`config.mk`:
```
export PLATFORM = sky130hd
export DESIGN_NAME = rom_uploader
export DESIGN_NICKNAME = d
export VERILOG_FILES = /design/src/rtl/rom_uploader.sv
export SDC_FILE = /design/constraint.sdc
export NUM_CORES = 1
export LEC_CHECK = 0
export ABC_CLOCK_PERIOD_IN_PS = 2500
export BUFFER_PORTS_ARGS = -buffer_cell sky130_fd_sc_hd__buf_2
export CORE_ASPECT_RATIO = 0.75
export CORE_MARGIN = 2
export CORE_UTILIZATION = 50
export CTS_CLUSTER_SIZE = 8
export DETAILED_ROUTE_END_ITERATION = 6
export GPL_ROUTABILITY_DRIVEN = 0
export HOLD_SLACK_MARGIN = 0.12
export PLACE_DENSITY = 0.76
export SLEW_MARGIN = 20
export SYNTH_ARGS = -nofsm -noshare
export SYNTH_HDL_FRONTEND = slang
export SYNTH_SLANG_ARGS = --single-unit
```
`constraint.sdc`:
```
create_clock -name clk -period 2.5 [get_ports clk]
set_input_delay 0.625 -clock clk [delete_from_list [all_inputs] [get_ports clk]]
set_output_delay 0.625 -clock clk [all_outputs]
set_load 0.1 [all_outputs]
```
`src/rtl/rom_uploader.sv`:
```
// Reads bytes from core memory over an ioctl read port and hands them to the host as big-endian 32-bit words.
// Optional UPLOAD_CHECKSUM_EN adds a 16-bit running sum of the real bytes read this session.
module rom_uploader #(
  parameter int unsigned RD_LATENCY = 2,
  parameter int unsigned AW         = 27
) (
  input  logic          clk,
  input  logic          reset,
  input  logic          host_upload,
  input  logic [15:0]   host_upload_size,
  input  logic          host_upload_req,
  output logic          host_upload_ack,
  output logic [31:0]   host_upload_data,
  output logic          host_upload_done,
  output logic          ioctl_upload,
  output logic [AW-1:0] ioctl_addr,
  output logic          ioctl_rd,
  input  logic [7:0]    ioctl_din,
  output logic [15:0]   upload_checksum
);

  localparam int unsigned IW = 17;
  localparam int unsigned CW = 3;

  typedef enum logic [2:0] {
    S_IDLE,
    S_FETCH,
    S_WAIT,
    S_PACK,
    S_READY,
    S_ACKH,
    S_FIN
  } state_t;

  state_t          state_q;
  logic            up_q;
  logic [15:0]     size_q;
  logic [IW-1:0]   idx_q;
  logic [AW-1:0]   addr_q;
  logic [31:0]     word_q;
  logic [31:0]     data_q;
  logic            ack_q;
  logic            rd_q;
  logic            done_q;
  logic            ioup_q;
  logic            pad_q;
  logic [CW-1:0]   wait_q;

  logic            session_start;
  logic            real_read;
  logic            all_sent;
  logic [7:0]      pack_byte;
  logic [31:0]     word_d;

  assign session_start = host_upload & ~up_q;
  assign real_read     = (idx_q <= {1'b0, size_q});
  assign all_sent      = (idx_q > {1'b0, size_q});

  // Drop the current byte into its big-endian slot; bytes past the end are zero padding.
  always_comb begin
    pack_byte = pad_q ? 8'h00 : ioctl_din;
    word_d    = word_q;
    case (idx_q[1:0])
      2'd0:    word_d[31:24] = pack_byte;
      2'd1:    word_d[23:16] = pack_byte;
      2'd2:    word_d[15:8]  = pack_byte;
      default: word_d[7:0]   = pack_byte;
    endcase
  end

  // Session control, memory fetch sequencing and host handshake.
  always_ff @(posedge clk) begin
    if (reset) begin
      state_q <= S_IDLE;
      up_q    <= 1'b0;
      size_q  <= '0;
      idx_q   <= '0;
      addr_q  <= '0;
      word_q  <= '0;
      data_q  <= '0;
      ack_q   <= 1'b0;
      rd_q    <= 1'b0;
      done_q  <= 1'b0;
      ioup_q  <= 1'b0;
      pad_q   <= 1'b0;
      wait_q  <= '0;
    end else begin
      up_q <= host_upload;
      rd_q <= 1'b0;
      if (session_start) begin
        state_q <= S_FETCH;
        size_q  <= host_upload_size;
        idx_q   <= '0;
        addr_q  <= '0;
        word_q  <= '0;
        ack_q   <= 1'b0;
        done_q  <= 1'b0;
        ioup_q  <= 1'b1;
        pad_q   <= 1'b0;
        wait_q  <= '0;
      end else if (!host_upload) begin
        // Aborted session: partial word is simply abandoned, done is left as it was.
        state_q <= S_IDLE;
        ack_q   <= 1'b0;
        ioup_q  <= 1'b0;
      end else begin
        case (state_q)
          S_IDLE: state_q <= S_IDLE;
          S_FETCH: begin
            if (real_read) begin
              rd_q   <= 1'b1;
              pad_q  <= 1'b0;
              wait_q <= CW'(RD_LATENCY - 1);
            end else begin
              pad_q  <= 1'b1;
              wait_q <= '0;
            end
            state_q <= S_WAIT;
          end
          S_WAIT: begin
            if (wait_q == '0) begin
              state_q <= S_PACK;
            end else begin
              wait_q <= wait_q - CW'(1);
            end
          end
          S_PACK: begin
            word_q <= word_d;
            idx_q  <= idx_q + IW'(1);
            if (!pad_q) begin
              addr_q <= addr_q + AW'(1);
            end
            state_q <= (idx_q[1:0] == 2'd3) ? S_READY : S_FETCH;
          end
          S_READY: begin
            if (host_upload_req) begin
              ack_q   <= 1'b1;
              data_q  <= word_q;
              state_q <= S_ACKH;
            end
          end
          S_ACKH: begin
            if (!host_upload_req) begin
              ack_q <= 1'b0;
              if (all_sent) begin
                state_q <= S_FIN;
                done_q  <= 1'b1;
                ioup_q  <= 1'b0;
              end else begin
                state_q <= S_FETCH;
              end
            end
          end
          S_FIN:   state_q <= S_FIN;
          default: state_q <= S_IDLE;
        endcase
      end
    end
  end

`ifdef UPLOAD_CHECKSUM_EN
  logic [15:0] csum_q;

  // Wrapping sum of the bytes actually read from memory; pad bytes never contribute.
  always_ff @(posedge clk) begin
    if (reset) begin
      csum_q <= '0;
    end else if (session_start) begin
      csum_q <= '0;
    end else if (host_upload && up_q && (state_q == S_PACK) && !pad_q) begin
      csum_q <= csum_q + 16'(ioctl_din);
    end
  end

  assign upload_checksum = csum_q;
`else
  assign upload_checksum = 16'h0000;
`endif

  assign host_upload_ack  = ack_q;
  assign host_upload_data = data_q;
  assign host_upload_done = done_q;
  assign ioctl_upload     = ioup_q;
  assign ioctl_addr       = addr_q;
  assign ioctl_rd         = rd_q;

endmodule

```
### Word level (Yosys, flattened, before mapping)

Cells that the tools add are included.

* shift-type cells: 0
* $mul: 0
* add/sub/neg operators: 3
* bitwise gates (word level): 8
* magnitude comparators: 2
* div/mod/pow operators: 0
* equal/unequal tests: 19
* reduce and logical (&&, ||, !) cells: 22
* mux-type cells: 22

Operator list (number)
* $reduce_and 3->1: 10
* $add 27x1->27 const B: 1
* $mux 3: 6
* $pmux 3 s6: 1
* $add 17x1->17 const B: 1
* $gt 17x16->1: 1
* $le 17x16->1: 1
* $mux 1: 12
* $ne 4x4->1 const B: 3
* $eq 3x3->1 const B: 3
* $mux 8: 1
* $ne 2x2->1 const B: 4
* $reduce_and 4->1: 2
* $not 1->1: 7
* $eq 3x2->1 const B: 2
* $ne 3x1->1 const B: 2
* $pmux 3 s2: 1
* $reduce_or 3->1: 2
* $eq 2x2->1 const B: 2
* $reduce_and 2->1: 2
* $reduce_bool 2->1: 2
* $reduce_or 4->1: 1
* $eq 3x1->1 const B: 1
* $logic_not 3->1: 1
* 7 further kinds: 7

* output and inout bits: 79
* memory bits (writable): 0
* register bits: 136
* latch bits: 0
* memories kept: 0
* ROM bits: 0

### Depth between registers and ports, before layout

Gate-level depths: netlist of the first run.

* depth in word-level cells: 6
* mapped depth: 8

### Worst setup path before layout of the first run

No wires, ideal clock.

* kind: register to register
* from: register addr_q[3], in the netlist ioctl_addr[3]
* to: register addr_q[18], in the netlist ioctl_addr[18]
* path buffers: 0
* data arrival time: 2.438 ns
* stages on the path, launching flop included: 7
* slack: -0.005 ns
* data required time: 2.433 ns
* cells stage by stage: dfxtp_1 > and4_1 > nand4_2 > nor3_2 > nand4_1 > xor2_1 > nor2_1

* word-level cells in the longest chain between the ends: 1

RTL lines
* from (decl): line 39 `logic [AW-1:0] addr_q;`
* from (signal assigned): line 131 `addr_q <= addr_q + AW'(1);`
* $add 27x1->27: line 131

Every way passes these cells.
A chain may end at the register's enable or synchronous reset.

### Worst setup path after layout of the first run

* from: register idx_q[4]
* to: register state_q[1]

* word-level cells in the longest chain between the ends: 4

RTL lines
* from (decl): line 38 `logic [IW-1:0] idx_q;`
* from (signal assigned): line 129 `idx_q <= idx_q + IW'(1);`
* $gt 17x16->1: line 57 `assign all_sent = (idx_q > {1'b0, size_q});`
* $mux 3: line 145 `if (all_sent) begin`
* $mux 3: line 143 `if (!host_upload_req) begin`
* $pmux 3 s6: line 107 `case (state_q)`
* to (signal assigned): line 133 `state_q <= (idx_q[1:0] == 2'd3) ? S_READY : S_FETCH;`
* to (decl): line 35 `state_t state_q;`

Every way passes these cells. The select of a mux whose other input is x is not followed.

==> impl_metrics.json, run 1 <==
{
  "ctsResizeCount": 0,
  "power_mw": 4.782,
  "worstSetupPathType": "register to register",
  "power_frac_clock_pct": 47.8,
  "reg2reg_slack_ns": 0.25,
  "finalHoldViolCount": 0,
  "async_flop_share_pct": 0,
  "synth.distinct_cells": 47,
  "post_synth.cell_area_avg_um2": 8.180,
  "drt_first_pass_iters": 5,
  "reg2reg_from": "idx_q[4]$_SDFFE_PP0P_",
  "power.switching_mw": 1.137,
  "cts-root-buf": "clkbuf_16",
  "drt_iter0_drc": 336,
  "post_cts_buffers": 0,
  "outcome": "completed",
  "min_path_cells": 3,
  "netlist_top_cells_area": "dfxtp_1 46%, nand2_1 10%, a21oi_1 7.8%",
  "power_density_nw_per_um2": 681.8,
  "p_int_mw": 3.646,
  "antenna_found_initial": 0,
  "grt_usage_pct": 21.30,
  "wl_per_cell_um": 13.70,
  "grt_overflow": 0,
  "ys_seq_area_share_pct": 45.78,
  "die-area_um2": 12790,
  "die_x_um": 129.9,
  "diodes": 0,
  "slowest_stage": "a2111oi_0",
  "hold_class": "input port to register",
  "path_max_fanout": 5,
  "clock-sinks": 136,
  "area_growth_pct": 17.95,
  "cts_buffers": 17,
  "hpwlAfterDp_mm": 9.452,
  "fin_crit_ns": 2.255,
  "startpoint_type": "register",
  "rsz0062_at_grt": "false",
  "drv_cap": 0,
  "yosys.area.top_type": "dfxtp_1",
  "hold_buffers": 0,
  "slew_headroom_pct": 45.43,
  "synth.top_cell.area_share_pct": 45.78,
  "critPathCaptureType": "register",
  "power_leakage_nw": 2.848,
  "routed_wl_mm": 13.44,
  "crit_required_ns": 2.81,
  "drive_above_1_share_pct": 16.48,
  "peakVddDrop_mv": 0.5411,
  "cts_tree": "yes",
  "start_util_pct": 51.21,
  "rows": 34,
  "rr_worst_depth": 7,
  "ys_warn_count": 0,
  "period_share_pct": 90.19,
  "arrival_ns": 2.57,
  "p_sw_share_pct": 23.77,
  "port_buffers": 90,
  "htree_num_levels": 4,
  "crit_chain": "ha_1 > a21oi_1 > o21ai_0 > a2111oi_0 > o211ai_1 > and2_1 > a21o_1",
  "synth-edff-count": 0,
  "ctsLongestPathBuffers": 2,
  "p_comb_share_pct": 6.2,
  "startpoint": "idx_q[4]$_SDFFE_PP0P_",
  "fin_skew_ns": 0.007350,
  "core_area_um2": 11610,
  "setup_violations": 0,
  "drtAntennaViolNets": 0,
  "syn-instance-count": 727,
  "slew_viol_final": 0,
  "ys.flop_type": "dfxtp_1",
  "seq_power_share_pct": 46.0,
  "nets": 859,
  "grt_pass1_vias": 4598,
  "grt_max_degree": 42,
  "min_from": "host_upload_size[13]",
  "grt_pass1_wl_mm": 21.78,
  "cp_slowest_stage_delay_ns": 0.46,
  "ys_ff_latch": 136,
  "fmax_mhz": 443.5,
  "drc": 0,
  "die_h_um": 98.45,
  "viasPerCell": 5.265,
  "io_pins": 107,
  "tightest_slew_ns": 0.8185,
  "clock_latency_ns": 0.42,
  "path_clk_slew_ns": 0.05,
  "fin_tns_setup_ns": 0,
  "vias": 5165,
  "synth.cell_area_um2": 5947
}
final timing paths:
path | endpoint
setup / recovery | state_q[1]$_SDFFE_PP0P_
hold / removal | size_q[13]$_SDFFE_PP0P_
setup reg to reg | state_q[1]$_SDFFE_PP0P_
hold reg to reg | host_upload_data[20]$_SDFFE_PP0P_
through the flow:
stage / setup WS, ns / std cells / hold slack [ns] / util [%] / instance area [um2]
2_1_floorplan: 0.01026 / 742 / 0.4321 / - / 6005
3_5_place_dp: 0.2631 / 950 / 0.4437 / 55.75 / 6475
6_report: 0.2453 / 981 / 0.4437 / 60.40 / 7014
3_3_place_gp: 0.2969 / 950 / 0.4418 / 55.75 / 6475
4_1_cts: 0.3142 / 981 / 0.4354 / 60.40 / 7014
5_1_grt: 0.09341 / 981 / 0.4397 / 60.40 / 7014
critical path: cells and delay by family (launching register included):
kind,cells,cell delay (ns)
compound gates,5,1.16
fa+ha+maj,1,0.30
flops,1,0.42
simple gates,1,0.28
cell usage after synthesis (3+ instances only):
cell type	instances
xnor2_1	8
nor3_1	6
buf_1	4
nand2b_1	5
a21o_1	3
a21oi_1	93
nor2_1	53
and3_1	11
dfxtp_1	136
clkbuf_1	29
inv_1	24
and4_1	5
nand3_1	47
nor2b_1	14
ha_1	24
a22oi_1	3
nand4_1	12
o21ai_0	8
nand2_1	158
buf_4	16
nor4_4	3
xor2_1	33
power by group through the flow:
stage / Combinational [mW] / Sequential (mW) / Clock (mW)
3_5_place_dp: 0.293 / 2.24 / 0
6_report: 0.296 / 2.20 / 2.29
5_1_grt: 0.320 / 2.20 / 2.42
4_1_cts: 0.293 / 2.20 / 2.33
3_3_place_gp: 0.288 / 2.24 / 0
2_1_floorplan: 0.240 / 2.25 / 0
layout make-up:
| cell class | count | area [um2] |
|---|---|---|
| clock buffer | 21 | 460.4 |
| sequential | 136 | 2724 |
| timing repair buffer | 97 | 515.5 |
| multi-input combinational | 531 | 2943 |
| inverter | 24 | 90.09 |
| fill | 1038 | 4599 |
| tap | 162 | 202.7 |
| clock inverter | 10 | 78.83 |
cell families after synthesis:
group | Yosys count | synth area share, %
AOI/OAI and AO/OA | 119 | 10.81
xor gates and xnor gates | 41 | 6.038
adders and majority gates | 24 | 5.049
buffers and inverters | 75 | 5.786
DFF | 136 | 45.78
muxes | 2 | 0.3366
other | 1 | 0.06306
and+or+nand+nor | 329 | 26.13
cells in the final DEF (no fill, tap or decap), types with 17 or more instances in the layout:
| cell | count |
|---|---|
| ha_1 | 24 |
| buf_2 | 90 |
| dfxtp_1 | 135 |
| nor2_1 | 53 |
| a21oi_1 | 93 |
| nand2_1 | 158 |
| nand3_1 | 47 |
| xor2_1 | 33 |
| inv_1 | 24 |
| clkbuf_16 | 17 |
layer usage:
metal | track usage, % | vias up | wire length (um)
li1 | - | 2561 | -
met1 | 30.51 | 2419 | 6683
met2 | 30.73 | 169 | 5719
met3 | 5.809 | 16 | 863
met4 | 7.940 | 0 | 169
met5 | 0 | - | 0
flip-flops by register name, summed over array words and instances, names as in the netlist:
| signal | flops |
|---|---|
| ioctl_upload | 1 |
| state_q | 3 |
| word_q | 32 |
| pad_q | 1 |
| up_q | 1 |
| ioctl_addr | 27 |
| host_upload_ack | 1 |
| wait_q | 3 |
| host_upload_data | 32 |
| host_upload_done | 1 |
| size_q | 16 |
| idx_q | 17 |
| ioctl_rd | 1 |
Note: power is estimated with default switching activity, not from simulation.
==> run 2, diff against run 1 <==
- ABC_CLOCK_PERIOD_IN_PS: 2500 -> 2000
- PLACE_DENSITY: 0.76 -> 0.79
- clock period: 2.5 -> 2 ns (I/O delays scaled with it)
==> impl_metrics.json, run 2 (synthesized netlist as in run 1, its figures left out) <==
{
  "drc": 0,
  "drt_iter0_drc": 399,
  "final_cell_mix": "158 x nand2_1, 96 x dfxtp_1, 91 x a21oi_1",
  "worstSetupPathType": "register to register",
  "die_h_um": 98.45,
  "power.switching_mw": 1.617,
  "rows": 34,
  "p_comb_share_pct": 6.8,
  "drtAntennaViolNets": 0,
  "critPathCaptureType": "register",
  "wl_per_cell_um": 14.69,
  "power_leakage_nw": 3.064,
  "diodes": 0,
  "tightest_slew_ns": 0.5950,
  "grt_max_degree": 40,
  "hold_class": "input port to register",
  "cp_slowest_stage_delay_ns": 0.42,
  "highest_layer": "met4",
  "die_x_um": 129.9,
  "grt_pass1_wl_mm": 23.14,
  "grt_pass1_vias": 4830,
  "routed_wl_mm": 14.81,
  "peakVddDrop_mv": 0.6819,
  "path_max_fanout": 4,
  "htree_num_levels": 4,
  "p_sw_share_pct": 25.31,
  "nets": 885,
  "cts_tree": "yes",
  "ctsLongestPathBuffers": 2,
  "cts_buffers": 17,
  "fin_crit_ns": 2.056,
  "finalHoldViolCount": 0,
  "path_clk_slew_ns": 0.06,
  "crit_required_ns": 2.30,
  "period_share_pct": 102.8,
  "vias": 5308,
  "grt_usage_pct": 22.65,
  "clock-sinks": 136,
  "met2WireLength_mm": 6.785,
  "fin_hold_ws_ns": 0.3112,
  "hold_buffers": 0,
  "cp_top_family": "simple AND/OR/NAND/NOR gates",
  "clock_latency_ns": 0.42,
  "area_growth_pct": 27.98,
  "power_frac_clock_pct": 50.3,
  "fmax_mhz": 486.3,
  "utilization_pct": 65.54,
  "port_buffers": 90,
  "cts-root-buf": "clkbuf_16",
  "slew_viol_final": 0,
  "mostFrequentLayoutCell": "nand2_1",
  "setup_violations": 8,
  "drv_cap": 0,
  "drive_above_1_share_pct": 27.19,
  "slew_headroom_pct": 59.98,
  "crit_chain": "inv_1 > ha_4 > nand4_1 > nor4_2 > nand2_1 > a41oi_1 > nor2_1",
  "rsz0062_at_grt": "true",
  "die-area_um2": 12790,
  "met1_length_mm": 6.921,
  "slowest_stage": "nor4_2",
  "violations": "negative setup slack",
  "grt_overflow": 0,
  "startpoint_type": "register",
  "cp_num_buf_inv": 1,
  "seq_power_share_pct": 42.8,
  "hpwlAfterDp_mm": 9.318,
  "viasPerCell": 5.266,
  "fin_ws_ns": -0.05630,
  "core_area_um2": 11610,
  "arrival_ns": 2.35,
  "drt_first_pass_iters": 5,
  "antenna_found_initial": 0,
  "io_pins": 107,
  "outcome": "finished with violations",
  "fin_skew_ns": 0.01409,
  "start_util_pct": 51.21,
  "wl_met3_um": 858,
  "power_density_nw_per_um2": 839.2,
  "p_int_mw": 4.770
}
[run 2: through the flow]
stage	area, um2	setup TNS (ns)	instances	power, mW	worst slack, ns
finish	7611	-0.2786	1008	6.387	-0.05630
global route	7611	-0.9132	1008	6.606	-0.1402
CTS	7385	-0.005787	1007	6.370	-0.005787
detailed placement	6743	-0.1344	973	3.171	-0.06867
global placement	6743	-0.005124	973	3.166	-0.005124
floorplan	6050	0	742	3.101	0.006835
[run 2: path summary, 6_finish.rpt]
kind,to,cells past startpoint,from,slack [ns]
worst min-delay path,size_q[11]$_SDFFE_PP0P_,3,host_upload_size[11],0.31
worst max-delay path,host_upload_done$_SDFFE_PP0P_,7,size_q[12]$_SDFFE_PP0P_,-0.06
worst min register to register,host_upload_data[19]$_SDFFE_PP0P_,2,host_upload_data[19]$_SDFFE_PP0P_,0.45
worst max register to register,host_upload_done$_SDFFE_PP0P_,7,size_q[12]$_SDFFE_PP0P_,-0.06
[run 2: worst reg2reg max path: stages (launching register included)]
cell     delay [ns]
dfxtp_2        0.33
inv_1          0.08
ha_4           0.28
nand4_1        0.17
nor4_2         0.42
nand2_1        0.27
a41oi_1        0.32
nor2_1         0.07
[run 2: final cells by class]
type                    instances  area [um2]
multi-input cells             531        3152
inverters                      24       90.09
clock buffers                  18       450.4
clock inverters                14       160.2
repair buffers                123       760.7
well taps                     162       202.7
fillers                       942        4003
flip-flops and latches        136        2795
[run 2: per-layer routing]
| layer | up-vias | GRT usage, % |
|---|---|---|
| li1 | 2618 | - |
| met1 | 2512 | 31.43 |
| met2 | 156 | 34.60 |
| met5 | - | 0 |
| met3 | 22 | 6.732 |
| met4 | 0 | 5.955 |
[run 2: power groups by stage]
stage	registers, mW	clock network, mW	logic (mW)
floorplan	2.80	0	0.300
detailed placement	2.79	0	0.379
finish	2.74	3.21	0.436
CTS	2.73	3.25	0.391
global route	2.74	3.40	0.465
global placement	2.79	0	0.375
[run 2: repair_timing]
action	CTS	global route
pin swaps	5	23
resized for setup	3	49
buffers inserted	2	2
setup endpoints to repair	5	8
==> run 3, diff against run 2 <==
- PLACE_DENSITY: 0.79 -> 0.76
==> impl_metrics.json, run 3 (synthesized netlist as in run 1, its figures left out) <==
{
  "wl_per_cell_um": 14.56,
  "start_util_pct": 51.21,
  "drv_cap": 0,
  "critPathCaptureType": "register",
  "viasPerCell": 5.251,
  "grt_pass1_vias": 4937,
  "drt_iter0_drc": 341,
  "final_area_um2": 7587,
  "hold_buffers": 0,
  "outcome": "finished with violations",
  "grt_pass1_wl_mm": 23.38,
  "path_max_fanout": 4,
  "rr_worst_depth": 8,
  "path_clk_slew_ns": 0.06,
  "final_cells": 1007,
  "drtAntennaViolNets": 0,
  "grt_max_degree": 77,
  "period_share_pct": 103.7,
  "nets": 884,
  "place_area_um2": 6710,
  "drc": 0,
  "port_buffers": 90,
  "rows": 34,
  "fin_skew_ns": 0.008619,
  "dpl_worst_slack_ns": -0.05504,
  "fmax_mhz": 482.4,
  "peakVddDrop_mv": 0.5994,
  "mostFrequentLayoutCell": "nand2_1",
  "slew_viol_final": 0,
  "utilization_pct": 65.33,
  "htree_num_levels": 4,
  "worstSetupPathType": "register to register",
  "routed_wl_mm": 14.66,
  "clock_latency_ns": 0.42,
  "grt_usage_pct": 22.77,
  "crit_required_ns": 2.29,
  "ctsLongestPathBuffers": 2,
  "vias": 5288,
  "reg2reg_slack_ns": -0.07,
  "hold_class": "input port to register",
  "core_area_um2": 11610,
  "power_leakage_nw": 3.057,
  "io_pins": 107,
  "die_h_um": 98.45,
  "cts-root-buf": "clkbuf_16",
  "cts_tree": "yes",
  "finalHoldViolCount": 0,
  "startpoint_type": "register",
  "endpoint": "host_upload_done$_SDFFE_PP0P_",
  "reg2reg_from": "size_q[15]$_SDFFE_PP0P_",
  "antenna_found_initial": 0,
  "grt_overflow": 0,
  "startpoint": "size_q[15]$_SDFFE_PP0P_",
  "drt_first_pass_iters": 5,
  "dp_cells": 972,
  "cts_buffers": 17,
  "rr_endpoint": "host_upload_done$_SDFFE_PP0P_",
  "drive_above_1_share_pct": 26.15,
  "fin_ws_ns": -0.07309,
  "power_mw": 6.421,
  "fin_crit_ns": 2.073,
  "violations": "negative setup slack",
  "die_x_um": 129.9,
  "setup_violations": 3,
  "arrival_ns": 2.37,
  "diodes": 0,
  "power_density_nw_per_um2": 846.3,
  "area_growth_pct": 27.58,
  "clock-sinks": 136,
  "rsz0062_at_grt": "true",
  "final_cell_mix": "158 x nand2_1, 101 x dfxtp_1, 91 x a21oi_1",
  "hpwlAfterDp_mm": 9.862,
  "die-area_um2": 12790
}
-- run 3: area by class of cell --
class	count	area, um2
repair buffers	122	732.0
clock inverters	11	145.1
multi-input cells	531	3154
clock buffers	21	471.7
fillers	946	4026
inverters	24	90.09
well taps	162	202.7
flip-flops and latches	136	2791
-- run 3: metal layers --
layer | wire length (um) | global-route usage (%) | up-vias
met2 | 6609 | 35.00 | 171
met3 | 905 | 5.266 | 35
met4 | 305 | 8.519 | 0
li1 | - | - | 2607
met1 | 6838 | 31.34 | 2475
met5 | 0 | 0 | -
-- run 3: worst min path at each step --
stage / start / cells past startpoint / end / slack (ns)
2_1_floorplan: word_q[0]$_SDFFE_PP0P_ / 2 / host_upload_data[0]$_SDFFE_PP0P_ / 0.43
3_3_place_gp: host_upload_data[21]$_SDFFE_PP0P_ / 2 / host_upload_data[21]$_SDFFE_PP0P_ / 0.44
3_5_place_dp: host_upload_data[15]$_SDFFE_PP0P_ / 2 / host_upload_data[15]$_SDFFE_PP0P_ / 0.45
4_1_cts: host_upload_size[9] / 3 / size_q[9]$_SDFFE_PP0P_ / 0.31
5_1_grt: host_upload_size[12] / 3 / size_q[12]$_SDFFE_PP0P_ / 0.31
6_report: host_upload_size[9] / 3 / size_q[9]$_SDFFE_PP0P_ / 0.32
-- run 3: stage by stage --
stage | hold WS (ns) | TNS, ns
2_1_floorplan | 0.4321 | 0
3_3_place_gp | 0.4430 | -0.01400
3_5_place_dp | 0.4461 | -0.1618
4_1_cts | 0.3066 | 0
5_1_grt | 0.3150 | -0.8855
6_report | 0.3156 | -0.08717
-- run 3: where the power goes --
group          switching (mW)  internal, mW  total, mW
combinational           0.333         0.111      0.445
sequential             0.0154          2.72       2.74
clock                    1.17          2.07       3.24
-- run 3: repair_timing --
action | 4_1_cts | 5_1_grt
buffers inserted | 1 | 3
pin swaps | 8 | 21
gates resized for setup | 10 | 41
setup endpoints to repair | 7 | 11
-- run 3: critical path, stage by stage (launching register included) --
cell      delay [ns]
dfxtp_2         0.34
inv_2           0.04
ha_4            0.26
nand4b_1        0.19
nor4_2          0.42
buf_4           0.17
nand2_1         0.11
a41oi_1         0.34
nor2_1          0.09
